===== config.mk =====
export PLATFORM = sky130hd
export DESIGN_NAME = mem_arbiter_flat
export DESIGN_NICKNAME = d
export VERILOG_FILES = /design/src/rtl/mem_arbiter_if.sv /design/src/rtl/mem_arbiter.sv /design/src/flat_wrapper.sv
export SDC_FILE = /design/constraint.sdc
export NUM_CORES = 1
export LEC_CHECK = 0
export BUFFER_PORTS_ARGS = -buffer_cell sky130_fd_sc_hd__buf_2
export CORE_MARGIN = 3
export CORE_UTILIZATION = 43
export DETAILED_ROUTE_END_ITERATION = 6
export PLACE_DENSITY = 0.83
export REMOVE_ABC_BUFFERS = 1
export SETUP_SLACK_MARGIN = 0.05
export SLEW_MARGIN = 20
export SYNTH_ARGS = -nofsm -noshare
export SYNTH_HDL_FRONTEND = slang
export SYNTH_SLANG_ARGS = --single-unit

===== constraint.sdc =====
create_clock -name CLK -period 2.5 [get_ports CLK]
set_clock_uncertainty 0.2 [all_clocks]
set_input_delay 0.5 -clock CLK [delete_from_list [all_inputs] [get_ports CLK]]
set_output_delay 0.5 -clock CLK [all_outputs]
set_load 0.05 [all_outputs]

===== src/rtl/mem_arbiter_if.sv =====
// mem_arbiter_if: bundles the pipeline request/response signals, the
// single-port RAM handshake and the sticky error flag of mem_arbiter.
//   slave  : the arbiter's view (takes I/D requests and RAM responses,
//            drives hits, loads, RAM strobes and err)
//   master : the environment's view (pipeline + RAM)
// Clock and reset are kept outside the interface as plain ports.
interface mem_arbiter_if #(
  parameter int ADDR_W = 32,
  parameter int DATA_W = 32
);
  // instruction side
  logic              iREN;
  logic [ADDR_W-1:0] iaddr;
  logic              ihit;
  logic [DATA_W-1:0] iload;
  // data side
  logic              dREN;
  logic              dWEN;
  logic [ADDR_W-1:0] daddr;
  logic [DATA_W-1:0] dstore;
  logic              dhit;
  logic [DATA_W-1:0] dload;
  // RAM side
  logic              ram_ren;
  logic              ram_wen;
  logic [ADDR_W-1:0] ram_addr;
  logic [DATA_W-1:0] ram_wdata;
  logic [DATA_W-1:0] ram_rdata;
  logic              ram_ready;
  // watchdog
  logic              err;

  modport slave (
    input  iREN, iaddr, dREN, dWEN, daddr, dstore, ram_rdata, ram_ready,
    output ihit, iload, dhit, dload, ram_ren, ram_wen, ram_addr, ram_wdata, err
  );

  modport master (
    output iREN, iaddr, dREN, dWEN, daddr, dstore, ram_rdata, ram_ready,
    input  ihit, iload, dhit, dload, ram_ren, ram_wen, ram_addr, ram_wdata, err
  );
endinterface


===== src/rtl/mem_arbiter.sv =====
// mem_arbiter: memory-side responder for the fetch (I) and memory-stage (D)
// request ports. Serialises them onto one single-port RAM, D first, and
// retires each request with a one-cycle ihit/dhit pulse for the hazard unit.
// A per-access watchdog forces completion (load = all-ones, sticky err) if
// the RAM never raises ram_ready.
// Ports:
//   CLK   - clock, rising edge
//   nRST  - asynchronous active-low reset
//   bus   - mem_arbiter_if.slave: iREN/iaddr/ihit/iload, dREN/dWEN/daddr/
//           dstore/dhit/dload, ram_ren/ram_wen/ram_addr/ram_wdata/
//           ram_rdata/ram_ready, err
module mem_arbiter #(
  parameter int ADDR_W  = 32,
  parameter int DATA_W  = 32,
  parameter int TIMEOUT = 255   // 1..65535 access cycles
) (
  input  logic          CLK,
  input  logic          nRST,
  mem_arbiter_if.slave  bus
);

  typedef enum logic [1:0] {IDLE, DACC, IACC, DONE} state_t;

  // Watchdog holds the number of access cycles already spent; the cycle in
  // which it equals TIMEOUT-1 is the last one allowed.
  localparam logic [15:0] WD_LAST = 16'(TIMEOUT - 1);

  state_t            state, state_n;
  logic              op_d;      // current/last access is a D access
  logic              op_w;      // current/last access is a write
  logic [ADDR_W-1:0] addr_q;
  logic [DATA_W-1:0] wdata_q;
  logic [DATA_W-1:0] iload_q;
  logic [DATA_W-1:0] dload_q;
  logic [15:0]       wd;
  logic              err_q;

  logic d_req, in_acc, wd_expired;

  assign d_req      = bus.dREN | bus.dWEN;
  assign in_acc     = (state == DACC) || (state == IACC);
  assign wd_expired = (wd == WD_LAST);

  always_comb begin
    state_n = state;
    case (state)
      IDLE: begin
        if (d_req)          state_n = DACC;
        else if (bus.iREN)  state_n = IACC;
      end
      // ram_ready wins over an expiring watchdog in the same cycle
      DACC, IACC: if (bus.ram_ready || wd_expired) state_n = DONE;
      // requests are not sampled here: the requester still holds the one
      // being retired
      DONE:    state_n = IDLE;
      default: state_n = IDLE;
    endcase
  end

  always_ff @(posedge CLK or negedge nRST) begin
    if (!nRST) begin
      state   <= IDLE;
      op_d    <= 1'b0;
      op_w    <= 1'b0;
      addr_q  <= '0;
      wdata_q <= '0;
      iload_q <= '0;
      dload_q <= '0;
      wd      <= '0;
      err_q   <= 1'b0;
    end else begin
      state <= state_n;
      case (state)
        IDLE: begin
          wd <= '0;   // fresh count on every access entry
          if (d_req) begin
            op_d    <= 1'b1;
            op_w    <= bus.dWEN;  // dREN+dWEN together is a write
            addr_q  <= bus.daddr;
            wdata_q <= bus.dstore;
          end else if (bus.iREN) begin
            op_d   <= 1'b0;
            op_w   <= 1'b0;
            addr_q <= bus.iaddr;
          end
        end
        DACC, IACC: begin
          wd <= wd + 16'd1;
          if (bus.ram_ready) begin
            if (!op_w) begin
              if (op_d) dload_q <= bus.ram_rdata;
              else      iload_q <= bus.ram_rdata;
            end
          end else if (wd_expired) begin
            // dead RAM: retire with a poison word so the pipeline moves on
            err_q <= 1'b1;
            if (op_d) dload_q <= '1;
            else      iload_q <= '1;
          end
        end
        default: ;
      endcase
    end
  end

  // Strobes come from state + latched op, so they drop with the DONE
  // transition and immediately on reset.
  assign bus.ram_ren   = in_acc && !op_w;
  assign bus.ram_wen   = in_acc &&  op_w;
  assign bus.ram_addr  = addr_q;
  assign bus.ram_wdata = wdata_q;
  assign bus.ihit      = (state == DONE) && !op_d;
  assign bus.dhit      = (state == DONE) &&  op_d;
  assign bus.iload     = iload_q;
  assign bus.dload     = dload_q;
  assign bus.err       = err_q;

endmodule


===== src/flat_wrapper.sv =====
// flat-port wrapper written by rule: the top's interface ports become plain ports
module mem_arbiter_flat 
#(
  parameter int ADDR_W  = 32,
  parameter int DATA_W  = 32,
  parameter int TIMEOUT = 255                            
)
  (CLK, nRST, bus_iREN, bus_iaddr, bus_dREN, bus_dWEN, bus_daddr, bus_dstore, bus_ram_rdata, bus_ram_ready, bus_ihit, bus_iload, bus_dhit, bus_dload, bus_ram_ren, bus_ram_wen, bus_ram_addr, bus_ram_wdata, bus_err);
  mem_arbiter_if #(.ADDR_W(ADDR_W), .DATA_W(DATA_W)) bus_i ();
  input  logic CLK;
  input  logic nRST;
  input wire logic [$bits(bus_i.iREN)-1:0] bus_iREN;
  input wire logic [$bits(bus_i.iaddr)-1:0] bus_iaddr;
  input wire logic [$bits(bus_i.dREN)-1:0] bus_dREN;
  input wire logic [$bits(bus_i.dWEN)-1:0] bus_dWEN;
  input wire logic [$bits(bus_i.daddr)-1:0] bus_daddr;
  input wire logic [$bits(bus_i.dstore)-1:0] bus_dstore;
  input wire logic [$bits(bus_i.ram_rdata)-1:0] bus_ram_rdata;
  input wire logic [$bits(bus_i.ram_ready)-1:0] bus_ram_ready;
  output wire logic [$bits(bus_i.ihit)-1:0] bus_ihit;
  output wire logic [$bits(bus_i.iload)-1:0] bus_iload;
  output wire logic [$bits(bus_i.dhit)-1:0] bus_dhit;
  output wire logic [$bits(bus_i.dload)-1:0] bus_dload;
  output wire logic [$bits(bus_i.ram_ren)-1:0] bus_ram_ren;
  output wire logic [$bits(bus_i.ram_wen)-1:0] bus_ram_wen;
  output wire logic [$bits(bus_i.ram_addr)-1:0] bus_ram_addr;
  output wire logic [$bits(bus_i.ram_wdata)-1:0] bus_ram_wdata;
  output wire logic [$bits(bus_i.err)-1:0] bus_err;
  assign bus_i.iREN = bus_iREN;
  assign bus_i.iaddr = bus_iaddr;
  assign bus_i.dREN = bus_dREN;
  assign bus_i.dWEN = bus_dWEN;
  assign bus_i.daddr = bus_daddr;
  assign bus_i.dstore = bus_dstore;
  assign bus_i.ram_rdata = bus_ram_rdata;
  assign bus_i.ram_ready = bus_ram_ready;
  assign bus_ihit = bus_i.ihit;
  assign bus_iload = bus_i.iload;
  assign bus_dhit = bus_i.dhit;
  assign bus_dload = bus_i.dload;
  assign bus_ram_ren = bus_i.ram_ren;
  assign bus_ram_wen = bus_i.ram_wen;
  assign bus_ram_addr = bus_i.ram_addr;
  assign bus_ram_wdata = bus_i.ram_wdata;
  assign bus_err = bus_i.err;
  mem_arbiter #(.ADDR_W(ADDR_W), .DATA_W(DATA_W), .TIMEOUT(TIMEOUT)) u_core (.CLK(CLK), .nRST(nRST), .bus(bus_i));
endmodule

==> impl_metrics.tcl, run 1 <==
set metrics [dict create \
    status "completed" \
    crit_path_start "u_core.wd[0]" \
    final_common_cell "buf_2" \
    synth_area_mm2 0.00611 \
    wl_per_cell_um 16.6 \
    endpoint "u_core.bus.dload[2]" \
    yosysTopAreaCell "dfrtp_1" \
    nets 894 \
    synthCells 477 \
    p_sw_share_pct 49.6 \
    cp_max_fo 32 \
    holdWs_ps 92.2 \
    crit_chain "inv_1 > ha_1 > or4b_4 > or4_4 > a21oi_4 > buf_12 > o22a_1" \
    clock_sink_count 149 \
    internal_power_w 0.00729 \
    hpwl_um 12100 \
    dieArea_mm2 0.0157 \
    clk_latency_ps 410 \
    cts_tree "built" \
    max_stage_delay_ps 550 \
    critPathSlowestCell "or4_4" \
    setup_viol 0 \
    synth_edf_count 0 \
    clk_pin_slew_ps 70 \
    cp_num_buf_inv 2 \
    clock.fmax_mhz 416 \
    ys_seq_area_share_pct 61.0 \
    track_usage_pct 20.2 \
    die_w_um 125 \
    area_delta_synth_final_pct 38.2 \
    r2r-start "u_core.wd[0]" \
    powerDensity_mw_per_mm2 1710 \
    synth_top_area_share_pct 61.0 \
    cts_buffer_depth 2 \
    htreeDepth 4 \
    avgSynthCellArea_um2 12.8 \
    cts_made_buffers 17 \
    r2r-end "u_core.bus.dload[2]" \
    crit_family "simple AND/OR/NAND/NOR gates" \
    grt_pass1_vias 4906 \
    fin_crit_sh_pct 96.1 \
    grt_pass1_wl_um 25500 \
    finalHoldViolCount 0 \
    finalPower_w 0.0145 \
    rrSetupSlack_ps 100 \
    layout_common_cells "buf_2 (263), dfrtp_1 (149), o22a_1 (64)" \
    end_kind "register" \
    switching_power_w 0.00717 \
    tightest_slew_ps 480 \
    fillers 1118 \
    critPathRequiredTime_ps 2640 \
    max_slew_margin_pct 67.9 \
    antenna_found_initial 3 \
    fin_util_pct 62.3 \
    ioPinCount 267 \
    clockRootBuffer "clkbuf_16" \
    grt_max_degree 59 \
    gr-total-overflow 0 \
    vias_per_cell 5.12 \
    start_util_pct 45.1 \
    route.detailed.drc 0 \
    critPathLaunchType "register" \
    die_h_um 125 \
    rsz0062_at_grt "true" \
    routed_wirelength_um 15700 \
    critPathKind "register to register" \
    drive_above_1_share_pct 43.1 \
    pwr-share-seq_pct 28.6 \
    slew_viol_final 0 \
    cp.depth 7 \
    synth.distinct_cells 38 \
    p_leak_nw 4.02 \
    maxCapViolations 0 \
    yosys_register_bits 149 \
    worstPathArrival_ps 2540 \
    finalSetupTns_ps 0 \
    vdd_ir_drop_max_mv 0.999 \
    drt-initial-drc-count 208 \
    ys_async_sr_fraction_pct 100 \
    reg2reg_depth 7 \
    p_comb_share_pct 52.6 \
    hold_start "bus_dstore[8]" \
    core_mm2 0.0136 \
    clkPwrFrac_pct 18.8 \
    place_congestion 0.841 \
    hold_path.class "input port to register" \
    ant_nets 0 \
    yosysWarnings 0 \
    rows 42 \
    yosys-top-cells-area "dfrtp_1 (61%), o22a_1 (9.2%), mux2_1 (6.1%), mux2i_1 (5.6%), o21ai_1 (2.9%)" \
    period_minus_slack_ps 2400 \
    drt-pass1-iter-count 4 \
    ys.flop_type "dfrtp_1" \
    io_buffer_count 266 \
    vias 4847 \
]
cell usage after synthesis (7+ instances only):
cell type and instances:
clkbuf_1 23, inv_1 7, nor2_1 15, dfrtp_1 149, o21ai_1 35, xnor2_1 7, mux2_1 33, o22a_1 64
mux2i_1 34, nand2_1 40
cell families after synthesis:
logic type,after synthesis,share of synthesized area [%]
DFF,149,61.0
and+or+nand+nor,90,7.11
adders and majority gates,5,1.02
buffers and inverters,37,3.01
AOI/OAI and AO/OA,121,15.0
xor gates and xnor gates,7,1.00
muxes,68,11.8
metal layers:
layer	wire, um	vias to the layer above	part of all wire [%]	track usage, %
met2	7950	205	51	33.8
li1	-	2297	-	-
met5	7	-	0.044	0
met4	367	2	2.3	7.33
met1	6120	2315	39	24.4
met3	1280	28	8.2	6.74
how the worst min path moves through the flow:
stage,endpoint,slack (ps),depth (start not counted)
after CTS,u_core.bus.ram_wdata[8],80,2
final,u_core.bus.ram_wdata[8],90,2
after global placement,u_core.bus.dload[2],260,1
after global routing,u_core.bus.ram_wdata[14],80,2
after floorplan,u_core.bus.dload[0],4,0
after detailed placement,u_core.bus.dload[1],270,1
power by group through the flow:
| stage | Clock (W) | Combinational (W) | Sequential, W |
|---|---|---|---|
| floorplan | 0 | 0.00193 | 0.00767 |
| global placement | 0 | 0.00744 | 0.00414 |
| detailed placement | 0 | 0.00760 | 0.00417 |
| CTS | 0.00276 | 0.00761 | 0.00414 |
| global route | 0.00287 | 0.00803 | 0.00427 |
| finish | 0.00271 | 0.00761 | 0.00414 |
what timing repair did:
action                                 4_1_cts  5_1_grt
hold buffers                                 1        0
resized for setup                            2        5
endpoints found under the hold margin       46        0
setup endpoints to repair                    2       56
setup buffers                                0        2
pin swaps                                    0        1
registers in the layout, indices dropped and copies added, names as in the netlist:
name / count
u_core.bus.iload: 32
u_core.bus.ram_addr: 32
u_core.wd: 16
u_core.op_w: 1
u_core.op_d: 1
u_core.bus.err: 1
u_core.state: 2
u_core.bus.ram_wdata: 32
u_core.bus.dload: 32
final cells by class:
class / instances / area (um2) / share of cell area [%]
flip-flops and latches: 149 / 3730 / 44.1
multi-input cells: 291 / 2220 / 26.3
repair buffers: 289 / 1600 / 19.0
well taps: 176 / 220 / 2.61
clock inverters: 12 / 190 / 2.25
inverters: 7 / 26.3 / 0.311
clock buffers: 20 / 447 / 5.29
diodes: 2 / 5.00 / 0.0593
metrics by stage:
| stage | std cells | worst slack, ps | instance area [um2] |
|---|---|---|---|
| 4_1_cts | 942 | 52.4 | 8410 |
| 3_5_place_dp | 909 | 60.2 | 7760 |
| 6_report | 946 | 98.3 | 8450 |
| 5_1_grt | 946 | 19.5 | 8450 |
| 2_1_floorplan | 447 | -843 | 5950 |
| 3_3_place_gp | 909 | 88.6 | 7760 |
(Power assumes the default switching activity.)
==> run 2, diff against run 1 <==
--- a/config.mk
+++ b/config.mk
@@ -6,6 +6,7 @@
 export NUM_CORES = 1
 export LEC_CHECK = 0
 export BUFFER_PORTS_ARGS = -buffer_cell sky130_fd_sc_hd__buf_2
+export CORE_ASPECT_RATIO = 0.7
 export CORE_MARGIN = 3
 export CORE_UTILIZATION = 43
 export DETAILED_ROUTE_END_ITERATION = 6
==> impl_metrics.tcl, run 2 (synthesis gave the netlist of run 1 again) <==
set metrics [dict create \
    design_area_mm2 0.00837 \
    cts_tree "built" \
    hold_path.class "input port to register" \
    grt_max_degree 67 \
    placed_area_mm2 0.00777 \
    rsz0062_at_grt "true" \
    clock_sink_count 149 \
    cts_setup_buffers 0 \
    critPathKind "register to register" \
    ioPinCount 267 \
    p_leak_nw 3.98 \
    vias_per_cell 5.06 \
    end_kind "register" \
    finalHoldViolCount 0 \
    die_h_um 106 \
    cts_made_buffers 17 \
    ant_nets 0 \
    crit_chain "inv_1 > ha_1 > or4b_4 > or4_4 > a22oi_2 > mux2_4" \
    tightest_slew_ps 439 \
    start_util_pct 45.2 \
    antenna_found_initial 1 \
    crit_path_start "u_core.wd[0]" \
    fin_crit_sh_pct 97.1 \
    critPathSlowestCell "or4_4" \
    dieArea_mm2 0.0157 \
    critPathLaunchType "register" \
    htreeDepth 4 \
    critPathRequiredTime_ps 2580 \
    route.detailed.drc 0 \
    vias 4815 \
    clockRootBuffer "clkbuf_16" \
    drt-initial-drc-count 174 \
    wl_per_cell_um 16.5 \
    final_common_cell "buf_2" \
    track_usage_pct 19.9 \
    fillers 1067 \
    routed_wirelength_um 15700 \
    place_congestion 0.821 \
    drive_above_1_share_pct 43.0 \
    setup_viol 0 \
    powerDensity_mw_per_mm2 1690 \
    clock.fmax_mhz 412 \
    hold_start "bus_dstore[22]" \
    area_delta_synth_final_pct 37.1 \
    grt_pass1_wl_um 24800 \
    grt_pass1_vias 4638 \
    status "completed" \
    worstPathArrival_ps 2510 \
    gr-total-overflow 0 \
    fin_util_pct 61.9 \
    core_mm2 0.0135 \
    rows 35 \
    cts_buffer_depth 2 \
    nets 891 \
    die_w_um 148 \
    cp_max_fo 3 \
    r2r-start "u_core.wd[0]" \
    io_buffer_count 266 \
    drt-pass1-iter-count 4 \
    clk_latency_ps 400 \
    finalSetupTns_ps 0 \
    slew_viol_final 0 \
    vdd_ir_drop_max_mv 0.933 \
    maxCapViolations 0 \
    period_minus_slack_ps 2430 \
    clk_pin_slew_ps 70 \
    max_slew_margin_pct 70.5 \
    hpwl_um 11800 \
    layout_common_cells "buf_2 (263), dfrtp_1 (149), o22a_1 (64)" \
    max_stage_delay_ps 550 \
]
## run 2: routing by layer
metal  track usage [%]  routed length (um)  vias up
li1                  -                   -     2294
met1              25.6                6640     2326
met2              33.4                7840      179
met3              5.72                1080       14
met4              5.21                 133        2
met5                 0                   7        -
## run 2: cell type report
| cell class | instances | area [um2] | area share [%] |
|---|---|---|---|
| Sequential cell | 149 | 3730 | 44.5 |
| Clock buffer | 17 | 425 | 5.08 |
| Clock inverter | 15 | 148 | 1.76 |
| Inverter | 7 | 26.3 | 0.314 |
| Timing Repair Buffer | 286 | 1590 | 19.0 |
| Antenna cell | 1 | 2.50 | 0.0299 |
| Multi-Input combinational cell | 291 | 2220 | 26.5 |
| Tap cell | 185 | 231 | 2.76 |
## run 2: stage by stage
step	power [W]	setup slack (ps)	cells	hold WS, ps
3_5_place_dp	0.0118	34.9	917	254
6_report	0.0142	73.0	951	102
4_1_cts	0.0143	51.0	950	81.9
3_3_place_gp	0.0116	73.3	917	239
5_1_grt	0.0149	-5.04	950	82.5
2_1_floorplan	0.00960	-843	447	4.41
## run 2: final timing paths
path / to / cells after the start / slack, ps
max in group asynchronous: u_core.bus.ram_wdata[30] / 3 / 1050
hold reg to reg: u_core.bus.err / 1 / 260
hold / removal: u_core.bus.ram_wdata[22] / 2 / 100
setup reg to reg: u_core.state[0] / 6 / 70
min in group asynchronous: u_core.bus.iload[28] / 2 / 390
setup / recovery: u_core.state[0] / 6 / 70
## run 2: repair_timing
action,4_1_cts,5_1_grt
gates cloned,0,0
resized for setup,1,4
hold buffers,1,0
pin swaps,2,3
hold endpoints to repair,45,0
endpoints found under the setup margin,4,66
## run 2: critical path: cells and delay by family, from the launching register on
kind,cells,cell delay [ps]
and+or+nand+nor,2,1000
DFF,1,380
muxes,1,320
AOI/OAI and AO/OA,1,210
adders and majority gates,1,130
buffers and inverters,1,60
## run 2: where the power goes
part	total, W	leakage, nW	switching (W)	internal [W]
registers	0.00412	1.76	0.000603	0.00351
clock network	0.00246	0.284	0.00106	0.00140
logic	0.00760	1.94	0.00557	0.00204
==> run 3, diff against run 2 <==
==> constraint.sdc (replaced) <==
create_clock -name CLK -period 2.5 [get_ports CLK]
set_clock_uncertainty 0.2 [all_clocks]
set_input_delay 0.375 -clock CLK [delete_from_list [all_inputs] [get_ports CLK]]
set_output_delay 0.375 -clock CLK [all_outputs]
set_load 0.05 [all_outputs]
==> impl_metrics.tcl, run 3 (synthesis gave the netlist of run 1 again) <==
set metrics [dict create \
    max_slew_margin_pct 64.7 \
    crit_chain "inv_1 > ha_1 > or4b_4 > or4_4 > a21oi_4 > buf_12 > clkbuf_16 > o22a_1" \
    fillers 1022 \
    cts_made_buffers 17 \
    routed_wirelength_um 17400 \
    hold_start "bus_dstore[5]" \
    rrSetupSlack_ps 30 \
    hold_path.class "input port to register" \
    critPathRequiredTime_ps 2640 \
    grt_pass1_wl_um 26800 \
    clk_pin_slew_ps 60 \
    setup_viol 0 \
    critPathSlowestCell "or4_4" \
    track_usage_pct 21.6 \
    finalPower_w 0.0144 \
    finalHoldViolCount 0 \
    fin_util_pct 64.8 \
    gr-total-overflow 0 \
    cp_max_fo 8 \
    met1_usage_pct 26.4 \
    maxCapViolations 0 \
    worstHoldEndpoint "u_core.bus.ram_wdata[5]" \
    drt-pass1-iter-count 4 \
    ant_nets 0 \
    antenna_found_initial 2 \
    grt_use_met3_pct 5.72 \
    period_minus_slack_ps 2470 \
    crit_path_start "u_core.wd[0]" \
    clk_latency_ps 400 \
    htreeDepth 4 \
    max_stage_delay_ps 550 \
    hpwl_um 11700 \
    nets 928 \
    ioPinCount 267 \
    io_buffer_count 266 \
    end_kind "register" \
    worstPathArrival_ps 2610 \
    grt_max_degree 67 \
    tightest_slew_ps 529 \
    whs_path_depth 2 \
    r2r-end "u_core.bus.dload[12]" \
    status "completed" \
    die_h_um 106 \
    r2r-start "u_core.wd[0]" \
    critPathLaunchType "register" \
    wl_per_cell_um 17.6 \
    clock_sink_count 149 \
    vias_per_cell 5.06 \
    vias 5009 \
    reg2reg_depth 8 \
    drive_above_1_share_pct 41.9 \
    grt_use_met2_pct 37.1 \
    p_leak_nw 4.15 \
    critPathKind "register to register" \
    vdd_ir_drop_max_mv 0.901 \
    die_w_um 148 \
    slew_viol_final 0 \
    fin_crit_sh_pct 98.8 \
    powerDensity_mw_per_mm2 1640 \
    rows 35 \
    start_util_pct 45.2 \
    crit_family "simple AND/OR/NAND/NOR gates" \
    cts_tree "built" \
    drt-initial-drc-count 172 \
    grt_pass1_vias 5182 \
    rsz0062_at_grt "true" \
    core_mm2 0.0135 \
    cp_num_buf_inv 3 \
    layout_common_cells "buf_2 (265), dfrtp_1 (149), o22a_1 (64)" \
    clockRootBuffer "clkbuf_16" \
    grt.busiest_layer "met2" \
    place_congestion 0.813 \
    area_delta_synth_final_pct 43.5 \
    route.detailed.drc 0 \
    clock.fmax_mhz 405 \
    dieArea_mm2 0.0157 \
    cts_buffer_depth 2 \
    final_common_cell "buf_2" \
]
run 3: what timing repair did:
item | in CTS | in global routing
setup buffers | 1 | 2
hold buffers | 30 | 0
gates resized for setup | 0 | 2
pin swaps | 1 | 17
endpoints found under the hold margin | 79 | 0
setup endpoints to repair | 9 | 66
gates cloned | 0 | 3
run 3: worst max path at each step:
stage                     slack, ps  cells after the start              endpoint
after floorplan                -720                      3       u_core.state[0]
after global placement           70                      6       u_core.state[0]
after detailed placement         10                      6       u_core.state[0]
after CTS                        30                      7  u_core.bus.dload[13]
after global routing            -30                      7  u_core.bus.iload[27]
final                            30                      8  u_core.bus.dload[12]
run 3: area by class of cell:
cell class / count / area [um2] / share of cell area (%)
Timing Repair Buffer: 323 / 1970 / 22.5
Clock inverter: 13 / 140 / 1.60
Multi-Input combinational cell: 291 / 2220 / 25.3
Inverter: 7 / 26.3 / 0.300
Sequential cell: 149 / 3730 / 42.5
Tap cell: 185 / 231 / 2.64
Clock buffer: 19 / 443 / 5.05
Antenna cell: 2 / 5.00 / 0.0571
run 3: metrics by stage:
stage	area, um2	hold WS, ps	setup slack [ps]	instances	TNS, ps
2_1_floorplan	5950	-121	-718	447	-30110
3_3_place_gp	7770	178	66.4	919	0
3_5_place_dp	7770	174	9.80	919	0
4_1_cts	8670	4.11	30.6	982	0
5_1_grt	8770	2.01	-26.7	989	-361
6_report	8770	13.0	29.1	989	0
run 3: report_power, final:
| part | switching [W] | leakage, nW | internal (W) | total [W] |
|---|---|---|---|---|
| clock | 0.00106 | 0.281 | 0.00144 | 0.00249 |
| sequential | 0.000607 | 1.76 | 0.00351 | 0.00412 |
| combinational | 0.00568 | 2.11 | 0.00213 | 0.00780 |
| total | 0.00734 | 4.15 | 0.00707 | 0.0144 |
run 3: layer usage:
layer | vias to the layer above | wire, um
met5 | - | 0
met3 | 28 | 1180
met4 | 0 | 350
met2 | 212 | 8680
met1 | 2408 | 7170
li1 | 2361 | -
